==> src/rtl/alu_seq_pkg.sv <==
// alu_seq_pkg: ALU mode codes, sequencer state encoding and op decode shared by the alu_seq slice.
package alu_seq_pkg;
  localparam int OPW = 3;
  localparam logic [OPW-1:0] ALU_ADD = 3'd0;
  localparam logic [OPW-1:0] ALU_SUB = 3'd1;
  localparam logic [OPW-1:0] ALU_INC = 3'd2;
  localparam logic [OPW-1:0] ALU_DEC = 3'd3;
  typedef enum logic [1:0] {
    SEQ_IDLE = 2'd0,
    SEQ_EXEC = 2'd1,
    SEQ_WB   = 2'd2
  } seq_state_t;
  function automatic logic op_legal(input logic [OPW-1:0] op);
    return op inside {ALU_ADD, ALU_SUB, ALU_INC, ALU_DEC};
  endfunction
endpackage

==> src/rtl/alu_seq_if.sv <==
// alu_seq_if: operation request handshake between a requester (master) and the sequencer (slave).
interface alu_seq_if
  import alu_seq_pkg::*;
#(
  parameter int AW = 2
);
  logic           req_valid;
  logic           req_ready;
  logic [OPW-1:0] req_op;
  logic           req_use_c;
  logic [AW-1:0]  req_dst;
  logic [AW-1:0]  req_srca;
  logic [AW-1:0]  req_srcb;
  modport master(output req_valid, req_op, req_use_c, req_dst, req_srca, req_srcb, input req_ready);
  modport slave(input req_valid, req_op, req_use_c, req_dst, req_srca, req_srcb, output req_ready);
endinterface

==> src/rtl/alu_seq_regfile.sv <==
// alu_seq_regfile: NREG x N register file, one write port shared by direct load and write-back,
// combinational reads for both operands and a debug port.
module alu_seq_regfile #(
  parameter int N    = 8,
  parameter int NREG = 4,
  parameter int AW   = 2
) (
  input  logic          clk,
  input  logic          rst_n,
  input  logic          ld_en,
  input  logic [AW-1:0] ld_addr,
  input  logic [N-1:0]  ld_data,
  input  logic          wb_en,
  input  logic [AW-1:0] wb_addr,
  input  logic [N-1:0]  wb_data,
  input  logic [AW-1:0] ra_addr,
  input  logic [AW-1:0] rb_addr,
  input  logic [AW-1:0] rd_addr,
  output logic [N-1:0]  ra_data,
  output logic [N-1:0]  rb_data,
  output logic [N-1:0]  rd_data
);
  logic [N-1:0]  mem_q [NREG];
  logic          we;
  logic [AW-1:0] wa;
  logic [N-1:0]  wd;
  // ld_en and wb_en never coincide: the parent gates them by state
  assign we = ld_en | wb_en;
  assign wa = wb_en ? wb_addr : ld_addr;
  assign wd = wb_en ? wb_data : ld_data;
  always_ff @(posedge clk or negedge rst_n) begin
    if (!rst_n) begin
      for (int i = 0; i < NREG; i++) mem_q[i] <= '0;
    end else if (we) begin
      mem_q[wa] <= wd;
    end
  end
  assign ra_data = mem_q[ra_addr];
  assign rb_data = mem_q[rb_addr];
  assign rd_data = mem_q[rd_addr];
endmodule

==> src/rtl/alu_seq.sv <==
// alu_seq: operand/write-back sequencer around an external ALU; owns the register file and C/Z flags.
// Each request runs IDLE -> EXEC -> WB and retires with a one-cycle done pulse.
module alu_seq
  import alu_seq_pkg::*;
#(
  parameter int N    = 8,
  parameter int NREG = 4,
  parameter int AW   = 2
) (
  input  logic           clk,
  input  logic           rst_n,
  alu_seq_if.slave       req,
  input  logic           ld_en,
  input  logic [AW-1:0]  ld_addr,
  input  logic [N-1:0]   ld_data,
  input  logic [AW-1:0]  rd_addr,
  output logic [N-1:0]   rd_data,
  output logic [OPW-1:0] alu_mode,
  output logic           alu_cin,
  output logic [N-1:0]   alu_a,
  output logic [N-1:0]   alu_b,
  input  logic [N-1:0]   alu_out,
  input  logic           alu_cout,
  output logic           flag_c,
  output logic           flag_z,
  output logic           done,
  output logic           done_err
);
  seq_state_t     state_q, state_d;
  logic [OPW-1:0] op_q;
  logic           use_c_q;
  logic [AW-1:0]  dst_q, srca_q, srcb_q;
  logic [N-1:0]   res_q;
  logic           cry_q, fc_q, fz_q, done_q, err_q;
  logic           idle, accept, legal, wb_en;
  assign idle   = state_q == SEQ_IDLE;
  assign accept = idle && req.req_valid;
  assign legal  = op_legal(op_q);
  assign wb_en  = state_q == SEQ_WB && legal;
  always_comb begin
    state_d = state_q;
    req.req_ready = idle;
    case (state_q)
      SEQ_IDLE: state_d = req.req_valid ? SEQ_EXEC : SEQ_IDLE;
      SEQ_EXEC: state_d = SEQ_WB;
      default:  state_d = SEQ_IDLE;
    endcase
  end
  always_ff @(posedge clk or negedge rst_n) begin
    if (!rst_n) begin
      state_q <= SEQ_IDLE;
      op_q    <= '0;
      use_c_q <= 1'b0;
      dst_q   <= '0;
      srca_q  <= '0;
      srcb_q  <= '0;
      res_q   <= '0;
      cry_q   <= 1'b0;
      fc_q    <= 1'b0;
      fz_q    <= 1'b0;
      done_q  <= 1'b0;
      err_q   <= 1'b0;
    end else begin
      state_q <= state_d;
      done_q  <= state_q == SEQ_WB;
      err_q   <= state_q == SEQ_WB && !legal;
      if (accept) begin
        op_q    <= req.req_op;
        use_c_q <= req.req_use_c;
        dst_q   <= req.req_dst;
        srca_q  <= req.req_srca;
        srcb_q  <= req.req_srcb;
      end
      if (state_q == SEQ_EXEC) begin
        res_q <= alu_out;
        cry_q <= alu_cout;
      end
      // illegal ops retire without touching the flags
      if (wb_en) begin
        fc_q <= cry_q;
        fz_q <= res_q == '0;
      end
    end
  end
  alu_seq_regfile #(.N(N), .NREG(NREG), .AW(AW)) u_rf (
    .clk     (clk),
    .rst_n   (rst_n),
    .ld_en   (ld_en && idle),
    .ld_addr (ld_addr),
    .ld_data (ld_data),
    .wb_en   (wb_en),
    .wb_addr (dst_q),
    .wb_data (res_q),
    .ra_addr (srca_q),
    .rb_addr (srcb_q),
    .rd_addr (rd_addr),
    .ra_data (alu_a),
    .rb_data (alu_b),
    .rd_data (rd_data)
  );
  assign alu_mode = op_q;
  assign alu_cin  = state_q == SEQ_EXEC && op_q == ALU_ADD && use_c_q && fc_q;
  assign flag_c   = fc_q;
  assign flag_z   = fz_q;
  assign done     = done_q;
  assign done_err = err_q;
endmodule

==> src/flat_wrapper.sv <==
// flat-port wrapper written by rule: the top's interface ports become plain ports
module alu_seq_flat import alu_seq_pkg::*;
#(
  parameter int N    = 8,
  parameter int NREG = 4,
  parameter int AW   = 2
)
  (clk, rst_n, ld_en, ld_addr, ld_data, rd_addr, rd_data, alu_mode, alu_cin, alu_a, alu_b, alu_out, alu_cout, flag_c, flag_z, done, done_err, req_req_valid, req_req_op, req_req_use_c, req_req_dst, req_req_srca, req_req_srcb, req_req_ready);
  alu_seq_if #(.AW(AW)) req_i ();
  input  logic clk;
  input  logic rst_n;
  input  logic ld_en;
  input  logic [AW-1:0] ld_addr;
  input  logic [N-1:0] ld_data;
  input  logic [AW-1:0] rd_addr;
  output logic [N-1:0] rd_data;
  output logic [OPW-1:0] alu_mode;
  output logic alu_cin;
  output logic [N-1:0] alu_a;
  output logic [N-1:0] alu_b;
  input  logic [N-1:0] alu_out;
  input  logic alu_cout;
  output logic flag_c;
  output logic flag_z;
  output logic done;
  output logic done_err;
  input wire logic [$bits(req_i.req_valid)-1:0] req_req_valid;
  input wire logic [$bits(req_i.req_op)-1:0] req_req_op;
  input wire logic [$bits(req_i.req_use_c)-1:0] req_req_use_c;
  input wire logic [$bits(req_i.req_dst)-1:0] req_req_dst;
  input wire logic [$bits(req_i.req_srca)-1:0] req_req_srca;
  input wire logic [$bits(req_i.req_srcb)-1:0] req_req_srcb;
  output wire logic [$bits(req_i.req_ready)-1:0] req_req_ready;
  assign req_i.req_valid = req_req_valid;
  assign req_i.req_op = req_req_op;
  assign req_i.req_use_c = req_req_use_c;
  assign req_i.req_dst = req_req_dst;
  assign req_i.req_srca = req_req_srca;
  assign req_i.req_srcb = req_req_srcb;
  assign req_req_ready = req_i.req_ready;
  alu_seq #(.N(N), .NREG(NREG), .AW(AW)) u_core (.clk(clk), .rst_n(rst_n), .req(req_i), .ld_en(ld_en), .ld_addr(ld_addr), .ld_data(ld_data), .rd_addr(rd_addr), .rd_data(rd_data), .alu_mode(alu_mode), .alu_cin(alu_cin), .alu_a(alu_a), .alu_b(alu_b), .alu_out(alu_out), .alu_cout(alu_cout), .flag_c(flag_c), .flag_z(flag_z), .done(done), .done_err(done_err));
endmodule
==> config.mk <==
export PLATFORM = sky130hd
export DESIGN_NAME = alu_seq_flat
export DESIGN_NICKNAME = d
export VERILOG_FILES = /design/src/rtl/alu_seq_pkg.sv /design/src/rtl/alu_seq_if.sv /design/src/rtl/alu_seq_regfile.sv /design/src/rtl/alu_seq.sv /design/src/flat_wrapper.sv
export SDC_FILE = /design/constraint.sdc
export NUM_CORES = 1
export LEC_CHECK = 0
export ABC_AREA = 0
export BUFFER_PORTS_ARGS = -buffer_cell sky130_fd_sc_hd__clkbuf_2
export CAP_MARGIN = 20
export CORE_MARGIN = 5
export CORE_UTILIZATION = 25
export DETAILED_ROUTE_END_ITERATION = 8
export SLEW_MARGIN = 15
export SYNTH_ARGS = -nofsm -noshare
export SYNTH_HDL_FRONTEND = slang
export SYNTH_SLANG_ARGS = --single-unit
==> constraint.sdc <==
create_clock -name clk -period 2.5 [get_ports clk]
set_input_delay 0.5 -clock clk [delete_from_list [all_inputs] [get_ports clk]]
set_output_delay 0.5 -clock clk [all_outputs]
set_load 0.02 [all_outputs]
Word level (Yosys, flattened, before mapping)
Cells that the tools add are included.
Operators by class
  bitwise operators: 5
  reduce and logical (&&, ||, !) cells: 13
  equality and inequality tests: 5
  multiplexer cells: 16
  $lt $le $gt $ge: 5
Operator list (count)
  $mux 8: 8
  $bmux 8 s2: 3
  $bwmux 32: 1
  $demux 8 s2: 1
  $ge 3x3->1 const B: 4
  $not 2->3: 4
  $logic_and 1x1->1: 8
  $logic_not 8->1: 1
  $eq 3x2->1 const B: 2
  $pmux 2 s2: 1
  $reduce_bool 4->1: 1
  $eq 3x1->1 const B: 1
  $logic_not 3->1: 1
  $lt 3x1->1 const B: 1
  $eq 2x1->1 const B: 1
  $eq 2x2->1 const B: 1
  $logic_not 2->1: 1
  $mux 2: 1
  $logic_not 1->1: 1
  $mux 1: 1
  $or 1x1->1: 1
Storage, ports and cells
  input bits: 35
  register bits: 57
  word-level logic and storage cells: 60

Logic depth before layout (Yosys ltp)
Gate-level depths: netlist of the first run.
  word-level depth: 10
  gate-level depth with buffers: 5
  gate-level depth less buffers: 4

By module
From an unflattened synthesis of the first run, not the netlist that was laid out.
Unflattened totals
  cells, all modules: 177
  area total of the unflattened synthesis: 2960.3 µm²
Modules (own cells, without submodules)
  alu_seq_regfile: seq. area each 800.8 µm², cells an instance 116, times used 1, area each 1961.9 µm²
  alu_seq: seq. area each 625.6 µm², cells an instance 61, times used 1, area each 998.5 µm²

Least setup slack after synthesis of the first run
OpenSTA, ideal clock, no wires.
  path kind: flip-flop to output port
  start point: reg u_core.state_q[0]
  end point: out alu_cin
  buffers on the path: 1
  data required time: 2000 ps
  stages on the path, launching flop included: 5
  data arrival time: 1688 ps
  path slack: 312 ps
  cell sequence: dfrtp_1 -> nor2b_1 -> buf_1 -> nand3_1 -> nor4_1
Between the ends
  word-level cells in the longest chain between the ends: 4
RTL lines
  from (decl): RTL line alu_seq.sv:29  | seq_state_t state_q, state_d;
  from (signal assigned): RTL line alu_seq.sv:64  | state_q <= state_d;
  $eq 2x1->1: RTL line alu_seq.sv:102  | assign alu_cin = state_q == SEQ_EXEC && op_q == ALU_ADD && use_c_q && fc_q;
  $logic_and 1x1->1 (3 in a row): RTL line alu_seq.sv:102
  to (decl): RTL line flat_wrapper.sv:18  | output logic alu_cin;
Every way passes these cells.

Final worst setup path of the first run
  start point: reg u_core.srca_q[0]
  end point: out alu_a[2]
Between the ends
  word-level cells in the longest chain between the ends: 4
RTL lines
  from (decl): RTL line alu_seq.sv:32  | logic [AW-1:0] dst_q, srca_q, srcb_q;
  from (signal assigned): RTL line alu_seq.sv:71  | srca_q <= req.req_srca;
  $not 2->3 (implied by the code): RTL line alu_seq_regfile.sv:38  | assign ra_data = mem_q[ra_addr];
  $bmux 8 s2: RTL line alu_seq_regfile.sv:38
  $mux 8 (implied by the code) (2 in a row): RTL line alu_seq_regfile.sv:38
  to (decl): RTL line flat_wrapper.sv:19  | output logic [N-1:0] alu_a;
Every way passes these cells. The select of a mux whose other input is x is not followed.

==> results of run 1 <==
## worst max-delay path: stages, from the launching register on
cell	delay, ns
dfrtp_1	0.73
mux4_2	0.61
clkbuf_2	0.18
## cell type report
cell class / instances / area, um2
Inverter: 1 / 3.75
Multi-Input combinational cell: 107 / 1370
Tap cell: 143 / 179
Timing Repair Buffer: 72 / 385
Clock inverter: 4 / 50.0
Sequential cell: 57 / 1430
Clock buffer: 12 / 267
Fill cell: 1124 / 7590
## routing by layer
| layer | wire length [um] | up-vias | GRT usage (%) | part of all wire [%] |
|---|---|---|---|---|
| met1 | 2860 | 937 | 13.7 | 42 |
| met5 | 0 | - | 0 | 0 |
| met2 | 3460 | 39 | 17.4 | 51 |
| met3 | 382 | 2 | 3.26 | 5.7 |
| li1 | - | 827 | - | - |
| met4 | 54 | 0 | 3.29 | 0.80 |
## sequential cells by signal (all words and copies together), names as in the netlist, 2 cells and up
register and count:
u_core.u_rf.mem_q 32, u_core.res_q 8, u_core.alu_mode 3, u_core.dst_q 2
u_core.srca_q 2, u_core.srcb_q 2, u_core.state_q 2
## cell usage after synthesis (2+ instances only)
library cell,number,share of area [%]
nor2b_1,2,0.44
buf_1,4,0.53
mux2_2,60,24
and2_1,2,0.44
buf_2,2,0.35
nor2_1,2,0.26
a21oi_1,2,0.35
clkbuf_1,5,0.66
nand3b_1,2,0.53
nand3_1,2,0.35
mux4_2,24,19
nor4_1,3,0.66
dfrtp_1,57,50
## worst paths after layout
check,slack [ns],to,start,cells past startpoint
worst max-delay path,0.16,alu_a[2],u_core.srca_q[0],2
worst min-delay path,0.18,u_core.u_rf.mem_q[0],rst_n,2
worst max register to register,0.40,u_core.u_rf.mem_q[24],u_core.state_q[0],4
worst min register to register,0.50,u_core.flag_c,u_core.cry_q,1
max in group asynchronous,2.03,u_core.u_rf.mem_q[14],rst_n,2
min in group clk,0.42,u_core.srcb_q[1],req_req_srcb[1],2
## cell families (layout without fill, tap and decap cells)
| kind of cell | Yosys count | count (layout) | share of synthesized area, % |
|---|---|---|---|
| buf+inv | 12 | 89 | 1.67 |
| simple gates | 19 | 19 | 4.41 |
| compound gates | 3 | 3 | 0.528 |
| flops | 57 | 57 | 50.2 |
| mux | 85 | 85 | 43.2 |
## per-stage QoR
step                      area (um2)  util (%)
after global placement          3360      29.8
after CTS                       3680      32.6
final                           3680      32.6
after floorplan                 2840         -
after detailed placement        3360      29.8
after global routing            3680      32.6
## power by group through the flow
| stage | registers (uW) | logic (uW) | clock network, uW |
|---|---|---|---|
| after floorplan | 1550 | 1330 | 0 |
| after CTS | 1700 | 1760 | 1280 |
| final | 1690 | 1730 | 1250 |
| after detailed placement | 1710 | 1760 | 0 |
| after global routing | 1770 | 1850 | 1330 |
| after global placement | 1690 | 1740 | 0 |
==> qor.txt, run 1 <==
===============================================================================================
Flip-flop and latch count after synthesis ........................................           57
Clock insertion delay at the later pin of the skew report ........................      0.31 ns
Crit-path max FO .................................................................            9
Pwr Density ......................................................................  1270 nW/um2
Run status ....................................................................... finished, final reports clean
Combinational cell fraction of total power .......................................        37.1%
Post-route total power ...........................................................      4670 uW
Count of vias placed by the detailed router ......................................         1805
CTS tree .........................................................................         done
Worst setup EP type ..............................................................  output port
Total negative slack for setup checks ............................................         0 ns
Post-DR wirelength/cell ..........................................................      17.1 um
Number of nets in the layout .....................................................          283
GRT Residual Overflow ............................................................            0
Number of buffers added to fix hold violations after cts .........................            0
Number of diodes .................................................................            0
Half-perimeter wire length after detailed placement ..............................      5080 um
Clock input transition at the sequential cells of the worst setup and hold paths .      0.05 ns
Final setup skew .................................................................   0.00695 ns
Hold Crit Class ..................................................................     in2async
EDFF count, synth ................................................................            0
Least setup slack across all paths after layout ..................................     0.158 ns
Initial DRC Count ................................................................           48
Final routed wirelength across all metal layers ..................................      6760 um
Initial cell density of the core .................................................        25.2%
Normalized max-slew margin .......................................................        58.8%
Detailed-routing iteration count for the pre-antenna-repair pass .................            4
Wire length of the first global-routing pass .....................................     10700 um
GRT Util Overall .................................................................        10.7%
Sinks on Clock Net ...............................................................           57
Core footprint ...................................................................    11300 um2
CP Data Arrival Time .............................................................      1.84 ns
Unrepaired setup endpoints after global routing ..................................        false
Number of global-route vias before repair ........................................         1946
Post-synthesis net count .........................................................          211
Most frequent standard cell in the layout excluding fill and tap cells ...........     clkbuf_2
Internal power summed over all cells .............................................      3080 uW
Post-CTS setup-driven buffer insertion count .....................................            0
Placed instance count ............................................................          380
Number of different library cells in the post-synthesis netlist ..................           22
Total CTS buffers ................................................................            9
Hold Slack .......................................................................     0.180 ns
Pre-CTS setup slack ..............................................................     0.372 ns
Clock Tree Buf Depth .............................................................            2
Antenna violations before repair .................................................            0
Setup violators final ............................................................            0
Synthesis-to-layout area growth ..................................................        29.5%
Static Leak ......................................................................   0.00157 uW
Number of gates given a new drive strength after cts .............................            0
Setup Crit Path Kind .............................................................      reg2out
Ports placed on the boundary .....................................................           68
Worst-case vdd ir drop ...........................................................     0.562 mV
Chip height ......................................................................       117 um
Critical path launch point type ..................................................     register
Non-filler instance count after layout ...........................................          396
Total of buffers placed on input and output ports ................................           67
Cell count after synthesis .......................................................          176
Final Hold Violating Endpoints ...................................................            0
Highest clock rate ...............................................................      427 MHz
Die width ........................................................................       117 um
FP Rows ..........................................................................           39
Primary FF master, synth .........................................................      dfrtp_1
Die area .........................................................................    13600 um2
Transition time at the pin with the least slew margin ............................     0.618 ns
Leading cell types in the layout, fill and taps excluded ......................... clkbuf_2, mux2_2, dfrtp_1
Switching share of power .........................................................        34.0%
Post-route antenna net violation count ...........................................            0
Number of vias per cell ..........................................................         4.56
Total DRC errors in the routed layout ............................................            0
Net switching component of the power .............................................      1590 uW
RePlAce Congestion ...............................................................        0.723
Required time reported for the critical path endpoint ............................      2.00 ns
Average instance area after synthesis ............................................     16.1 um2
Post-layout minimum cycle time ...................................................      2.34 ns
Fraction of layout cells with a size suffix above 1 ..............................        68.8%
Max-cap violations ...............................................................            0
Netlist area before placement ....................................................     2840 um2
Pin count of the biggest net entering global routing .............................           58
Master cell of the clock root buffer .............................................    clkbuf_16
Level count of the clock H-tree ..................................................            3
Final max-slew violation count ...................................................            0
Clock group share of total power .................................................        26.7%
Reg power frac ...................................................................        36.1%
Synthesis warning total ..........................................................            0
Portion of the clock cycle consumed by the worst path in the final layout ........        93.7%
FFs w/ async S/R, synth ..........................................................         100%
Share of the yosys chip area belonging to registers ..............................        50.2%
===============================================================================================
Note: power is estimated with default switching activity, not from simulation.
==> inputs of run 2 (changes only) <==
REMOVE_ABC_BUFFERS = 1   (was not set)
==> qor.txt, run 2 (synthesis results as in run 1) <==
===============================================================================================
Combinational cell fraction of total power .......................................        38.5%   +1.4 points
Crit-path max FO .................................................................            9   unchanged
Run status ....................................................................... finished, final reports clean
Total DRC errors in the routed layout ............................................            0   unchanged
Post-DR wirelength/cell ..........................................................      17.0 um   -0.34%
Core footprint ...................................................................    11300 um2   unchanged
Die width ........................................................................       117 um   unchanged
Die area .........................................................................    13600 um2   unchanged
Total CTS buffers ................................................................            9   unchanged
GRT Util Overall .................................................................        10.8%   +0.071 points
Delay of the slowest cell on the worst path ......................................      0.73 ns   about the same
Fraction of layout cells with a size suffix above 1 ..............................        68.5%   -0.27 points
Ports placed on the boundary .....................................................           68   unchanged
Synthesis-to-layout area growth ..................................................        27.9%
Clock input transition at the sequential cells of the worst setup and hold paths .      0.05 ns   about the same
Clock insertion delay at the later pin of the skew report ........................      0.32 ns   about the same
Top reg by flops ................................................................. u_core.u_rf.mem_q
Normalized max-slew margin .......................................................        49.1%   -9.7 points
Area of the multi-input gates ....................................................     1370 um2   unchanged
Post-layout minimum cycle time ...................................................      2.32 ns   -0.0269 ns
Ordered cell list for the critical path .......................................... mux4_2 > clkbuf_2
Clock group share of total power .................................................        23.8%   -2.9 points
Critical path launch point type ..................................................     register
Half-perimeter wire length after detailed placement ..............................      5120 um   +0.77%
Portion of the clock cycle consumed by the worst path in the final layout ........        92.6%   -1.1 points
Internal power summed over all cells .............................................      2900 uW   -6.0%
Post-CTS setup-driven buffer insertion count .....................................            0   unchanged
Wire length of the first global-routing pass .....................................     10600 um   -1.2%
Number of flip-flops under the largest register name .............................           32   unchanged
Max-cap violations ...............................................................            0   unchanged
Pwr Density ......................................................................  1230 nW/um2   -3.0%
Initial DRC Count ................................................................           48   unchanged
Number of nets in the layout .....................................................          284   +0.35%
Number of gates given a new drive strength after cts .............................            0   unchanged
Hold Slack .......................................................................     0.244 ns   +0.0645 ns
Worst-case vdd ir drop ...........................................................     0.467 mV   -17%
Final routed wirelength across all metal layers ..................................      6750 um   about the same
Switching share of power .........................................................        35.2%   +1.3 points
Worst setup EP type ..............................................................  output port
Leading cell types in the layout, fill and taps excluded ......................... clkbuf_2, mux2_2, dfrtp_1
Setup violators final ............................................................            0   unchanged
Initial cell density of the core .................................................        25.2%   unchanged
Cell with the biggest individual delay on the critical path ......................      dfrtp_1
Net switching component of the power .............................................      1580 uW   -0.63%
Number of diodes .................................................................            0   unchanged
Sequential cell area .............................................................     1430 um2   unchanged
Number of vias per cell ..........................................................         4.54   -0.31%
Final max-slew violation count ...................................................            0   unchanged
Post-route antenna net violation count ...........................................            0   unchanged
Number of buffers added to fix hold violations after cts .........................            0   unchanged
Unrepaired setup endpoints after global routing ..................................        false
Sinks on Clock Net ...............................................................           57   unchanged
Static Leak ......................................................................   0.00155 uW   -1.1%
Post-layout util .................................................................        32.2%   -0.40 points
Final setup skew .................................................................   0.00383 ns   -0.00312 ns
Pre-CTS setup slack ..............................................................     0.417 ns   +0.0454 ns
GRT Residual Overflow ............................................................            0   unchanged
Highest clock rate ...............................................................      432 MHz   +1.2%
Detailed-routing iteration count for the pre-antenna-repair pass .................            4   unchanged
FP Rows ..........................................................................           39   unchanged
Pin count of the biggest net entering global routing .............................           30   -48%
Antenna violations before repair .................................................            0   unchanged
Reg power frac ...................................................................        37.7%   +1.6 points
Number of global-route vias before repair ........................................         1919   -1.4%
Setup Crit Path Kind .............................................................      reg2out
Count of vias placed by the detailed router ......................................         1804   -0.055%
Final Hold Violating Endpoints ...................................................            0   unchanged
Transition time at the pin with the least slew margin ............................     0.763 ns   +0.146 ns
Required time reported for the critical path endpoint ............................      2.00 ns   about the same
Fill cell count ..................................................................         1125   +0.089%
Clock Tree Buf Depth .............................................................            2   unchanged
Chip height ......................................................................       117 um   unchanged
Least setup slack across all paths after layout ..................................     0.185 ns   +0.0269 ns
CP Data Arrival Time .............................................................      1.82 ns   -0.02 ns
Total of buffers placed on input and output ports ................................           67   unchanged
CTS tree .........................................................................         done
Hold Crit Class ..................................................................     in2async
Master cell of the clock root buffer .............................................    clkbuf_16
RePlAce Congestion ...............................................................        0.688   -4.8%
Total negative slack for setup checks ............................................         0 ns   unchanged
Level count of the clock H-tree ..................................................            3   unchanged
Most frequent standard cell in the layout excluding fill and tap cells ...........     clkbuf_2
===============================================================================================
==> run 2: cell count changes in the layout (fill, tap and decap cells not counted) <==
cell	previous run	this run
bufinv_16	1	0
clkinv_2	1	4
buf_4	4	5
clkbuf_8	3	0
clkbuf_1	0	1
==> run 2: final timing paths <==
check | from | cells past startpoint | slack, ns | end
setup reg to reg | u_core.state_q[0] | 4 | 0.41 | u_core.u_rf.mem_q[28]
setup / recovery | u_core.srcb_q[0] | 2 | 0.18 | alu_b[4]
min in group clk | alu_cout | 2 | 0.41 | u_core.cry_q
max in group asynchronous | rst_n | 2 | 1.63 | u_core.u_rf.mem_q[18]
hold reg to reg | u_core.cry_q | 1 | 0.50 | u_core.cry_q
hold / removal | rst_n | 1 | 0.24 | u_core.res_q[1]
==> run 2: power by group through the flow <==
| stage | Combinational [uW] | Sequential, uW | Clock [uW] |
|---|---|---|---|
| 6_report | 1720 | 1690 | 1070 |
| 5_1_grt | 1850 | 1760 | 1150 |
| 4_1_cts | 1760 | 1700 | 1100 |
| 3_5_place_dp | 1750 | 1710 | 0 |
| 3_3_place_gp | 1730 | 1680 | 0 |
| 2_1_floorplan | 1260 | 1600 | 0 |
==> run 2: metrics by stage <==
step / cells / total power (uW) / cell area (um2)
final: 397 / 4480 / 3630
after global placement: 381 / 3410 / 3370
after floorplan: 165 / 2860 / 2800
after global routing: 397 / 4760 / 3630
after CTS: 397 / 4560 / 3630
after detailed placement: 381 / 3460 / 3370
==> run 2: final cells by class <==
cell class | instances | area share [%]
Timing Repair Buffer | 73 | 10.8
Clock buffer | 10 | 6.30
Inverter | 1 | 0.103
Multi-Input combinational cell | 107 | 37.6
Tap cell | 143 | 4.93
Sequential cell | 57 | 39.3
Clock inverter | 6 | 0.965
==> run 2: metal layers <==
| metal | GRT usage (%) | routed length [um] | vias up |
|---|---|---|---|
| met1 | 13.5 | 2990 | 910 |
| met5 | 0 | 0 | - |
| met3 | 2.64 | 360 | 12 |
| met2 | 17.3 | 3250 | 55 |
| met4 | 5.28 | 152 | 0 |
| li1 | - | - | 827 |
==> run 2: worst max-delay path: cells and delay by family, from the launching register on <==
| family | cells | cell delay, ns |
|---|---|---|
| buffers and inverters | 1 | 0.17 |
| flip-flops | 1 | 0.73 |
| multiplexers | 1 | 0.60 |
==> inputs of run 3 (changes only) <==
MAX_ROUTING_LAYER = met4   (was not set)
==> qor.txt, run 3 (synthesis results as in run 1) <==
===============================================================================================
Crit-path max FO .................................................................            9   unchanged
Worst-case vdd ir drop ...........................................................     0.467 mV   about the same
Run status ....................................................................... finished, final reports clean
Hold Crit Class ..................................................................     in2async
Initial DRC Count ................................................................           37   -23%
Sinks on Clock Net ...............................................................           57   unchanged
Total negative slack for setup checks ............................................         0 ns   unchanged
Post-route total power ...........................................................      4470 uW   about the same
Die width ........................................................................       117 um   unchanged
Antenna violations before repair .................................................            0   unchanged
Number of global-route vias before repair ........................................         1922   +0.16%
Worst path bufs/invs .............................................................            1   unchanged
Detailed-routing iteration count for the pre-antenna-repair pass .................            4   unchanged
Post-layout minimum cycle time ...................................................      2.32 ns   +0.0000270 ns
Ports placed on the boundary .....................................................           68   unchanged
Final Hold Violating Endpoints ...................................................            0   unchanged
CTS tree .........................................................................         done
Core footprint ...................................................................    11300 um2   unchanged
Pin count of the biggest net entering global routing .............................           30   unchanged
Portion of the clock cycle consumed by the worst path in the final layout ........        92.6%   about the same
Max-cap violations ...............................................................            0   unchanged
Ordered cell list for the critical path .......................................... mux4_2 > clkbuf_2
Clock input transition at the sequential cells of the worst setup and hold paths .      0.05 ns   about the same
Hold Slack .......................................................................     0.245 ns   +0.000113 ns
Clock Tree Buf Depth .............................................................            2   unchanged
Fraction of layout cells with a size suffix above 1 ..............................        68.5%   unchanged
Placed cell area .................................................................     3370 um2   unchanged
RePlAce Congestion ...............................................................        0.695   +1.0%
Fill cell count ..................................................................         1125   unchanged
Initial cell density of the core .................................................        25.2%   unchanged
Wire length of the first global-routing pass .....................................     10600 um   about the same
Setup Crit Path Kind .............................................................      reg2out
Count of vias placed by the detailed router ......................................         1799   -0.28%
Top reg by flops ................................................................. u_core.u_rf.mem_q
Total non-filler cell area in the finished layout ................................     3630 um2   unchanged
Sequential cell area .............................................................     1430 um2   unchanged
Area of the multi-input gates ....................................................     1370 um2   unchanged
Synthesis-to-layout area growth ..................................................        27.9%   unchanged
Final max-slew violation count ...................................................            0   unchanged
Global routing met3 resource utilization .........................................        2.18%   -0.47 points
Normalized max-slew margin .......................................................        49.1%   -0.060 points
Level count of the clock H-tree ..................................................            3   unchanged
Clock insertion delay at the later pin of the skew report ........................      0.32 ns   about the same
Met2 Usage GRT ...................................................................        17.3%   unchanged
Critical path launch point type ..................................................     register
FP Rows ..........................................................................           39   unchanged
GRT Residual Overflow ............................................................            0   unchanged
Worst Reg2Reg Path Length in Cells ...............................................            4   unchanged
Pwr Density ......................................................................  1230 nW/um2   about the same
Number of diodes .................................................................            0   unchanged
CP Data Arrival Time .............................................................      1.82 ns   about the same
Leading cell types in the layout, fill and taps excluded ......................... clkbuf_2, mux2_2, dfrtp_1
Unrepaired setup endpoints after global routing ..................................        false
Post-CTS setup-driven buffer insertion count .....................................            0   unchanged
Cell with the biggest individual delay on the critical path ......................      dfrtp_1
Chip height ......................................................................       117 um   unchanged
Number of buffers added to fix hold violations after cts .........................            0   unchanged
Most Crowded Layer GR ............................................................         met2
Number of gates given a new drive strength after cts .............................            0   unchanged
Transition time at the pin with the least slew margin ............................     0.764 ns   +0.000905 ns
CP top delay family ..............................................................   flip-flops
Static Leak ......................................................................   0.00155 uW   unchanged
Final setup skew .................................................................   0.00382 ns   -0.0000144 ns
Number of flip-flops under the largest register name .............................           32   unchanged
Master cell of the clock root buffer .............................................    clkbuf_16
Post-DR wirelength/cell ..........................................................      17.0 um   -0.13%
Die area .........................................................................    13600 um2   unchanged
Setup violators final ............................................................            0   unchanged
Post-layout util .................................................................        32.2%   unchanged
Met1 global-route usage ..........................................................        13.8%   +0.29 points
Total of buffers placed on input and output ports ................................           67   unchanged
Register-to-register setup slack .................................................      0.41 ns   about the same
Number of vias per cell ..........................................................         4.53   -0.28%
Destination of the worst register-to-register timing path ........................ u_core.u_rf.mem_q[28]
Required time reported for the critical path endpoint ............................      2.00 ns   about the same
Total CTS buffers ................................................................            9   unchanged
Half-perimeter wire length after detailed placement ..............................      5120 um   unchanged
Source of the worst register-to-register timing path ............................. u_core.state_q[0]
Most frequent standard cell in the layout excluding fill and tap cells ...........     clkbuf_2
Number of nets in the layout .....................................................          284   unchanged
GRT Util Overall .................................................................        11.1%   +0.33 points
Post-route antenna net violation count ...........................................            0   unchanged
Worst setup EP type ..............................................................  output port
Final routed wirelength across all metal layers ..................................      6740 um   -0.13%
Delay of the slowest cell on the worst path ......................................      0.72 ns   about the same
Total DRC errors in the routed layout ............................................            0   unchanged
Highest clock rate ...............................................................      432 MHz   about the same
===============================================================================================
==> run 3: cell counts in the layout (fill, tap and decap cells not counted) <==
Identical to the previous run, type by type.
==> run 3: how the worst max path moves through the flow <==
stage                       startpoint               endpoint  depth (start not counted)
finish                u_core.srcb_q[0]               alu_b[4]                          2
global route          u_core.srcb_q[0]               alu_b[4]                          2
CTS                   u_core.srca_q[0]               alu_a[4]                          2
detailed placement   u_core.state_q[0]  u_core.u_rf.mem_q[31]                          4
global placement            rd_addr[0]             rd_data[4]                          3
floorplan           u_core.alu_mode[2]  u_core.u_rf.mem_q[24]                          4
==> run 3: final cells by class <==
class	count	area share, %
Clock buffer	10	6.30
Multi-Input combinational cell	107	37.6
Clock inverter	6	0.965
Sequential cell	57	39.3
Inverter	1	0.103
Tap cell	143	4.93
Timing Repair Buffer	73	10.8
==> run 3: routing by layer <==
metal,vias to the layer above,part of all wire (%)
met5,-,0
met4,0,2.0
met3,11,4.3
met2,54,48
met1,907,45
li1,827,-
==> run 3: stage by stage <==
step                instances  setup slack (ns)
global placement          381             0.424
detailed placement        381             0.417
floorplan                 165             0.149
finish                    397             0.185
global route              397            0.0681
CTS                       397             0.116
==> run 3: power by group <==
part | internal (uW) | switching [uW] | leakage [uW]
registers | 1300 | 387 | 0.000679
clock network | 661 | 404 | 0.000128
logic | 940 | 785 | 0.000747
total | 2900 | 1580 | 0.00155
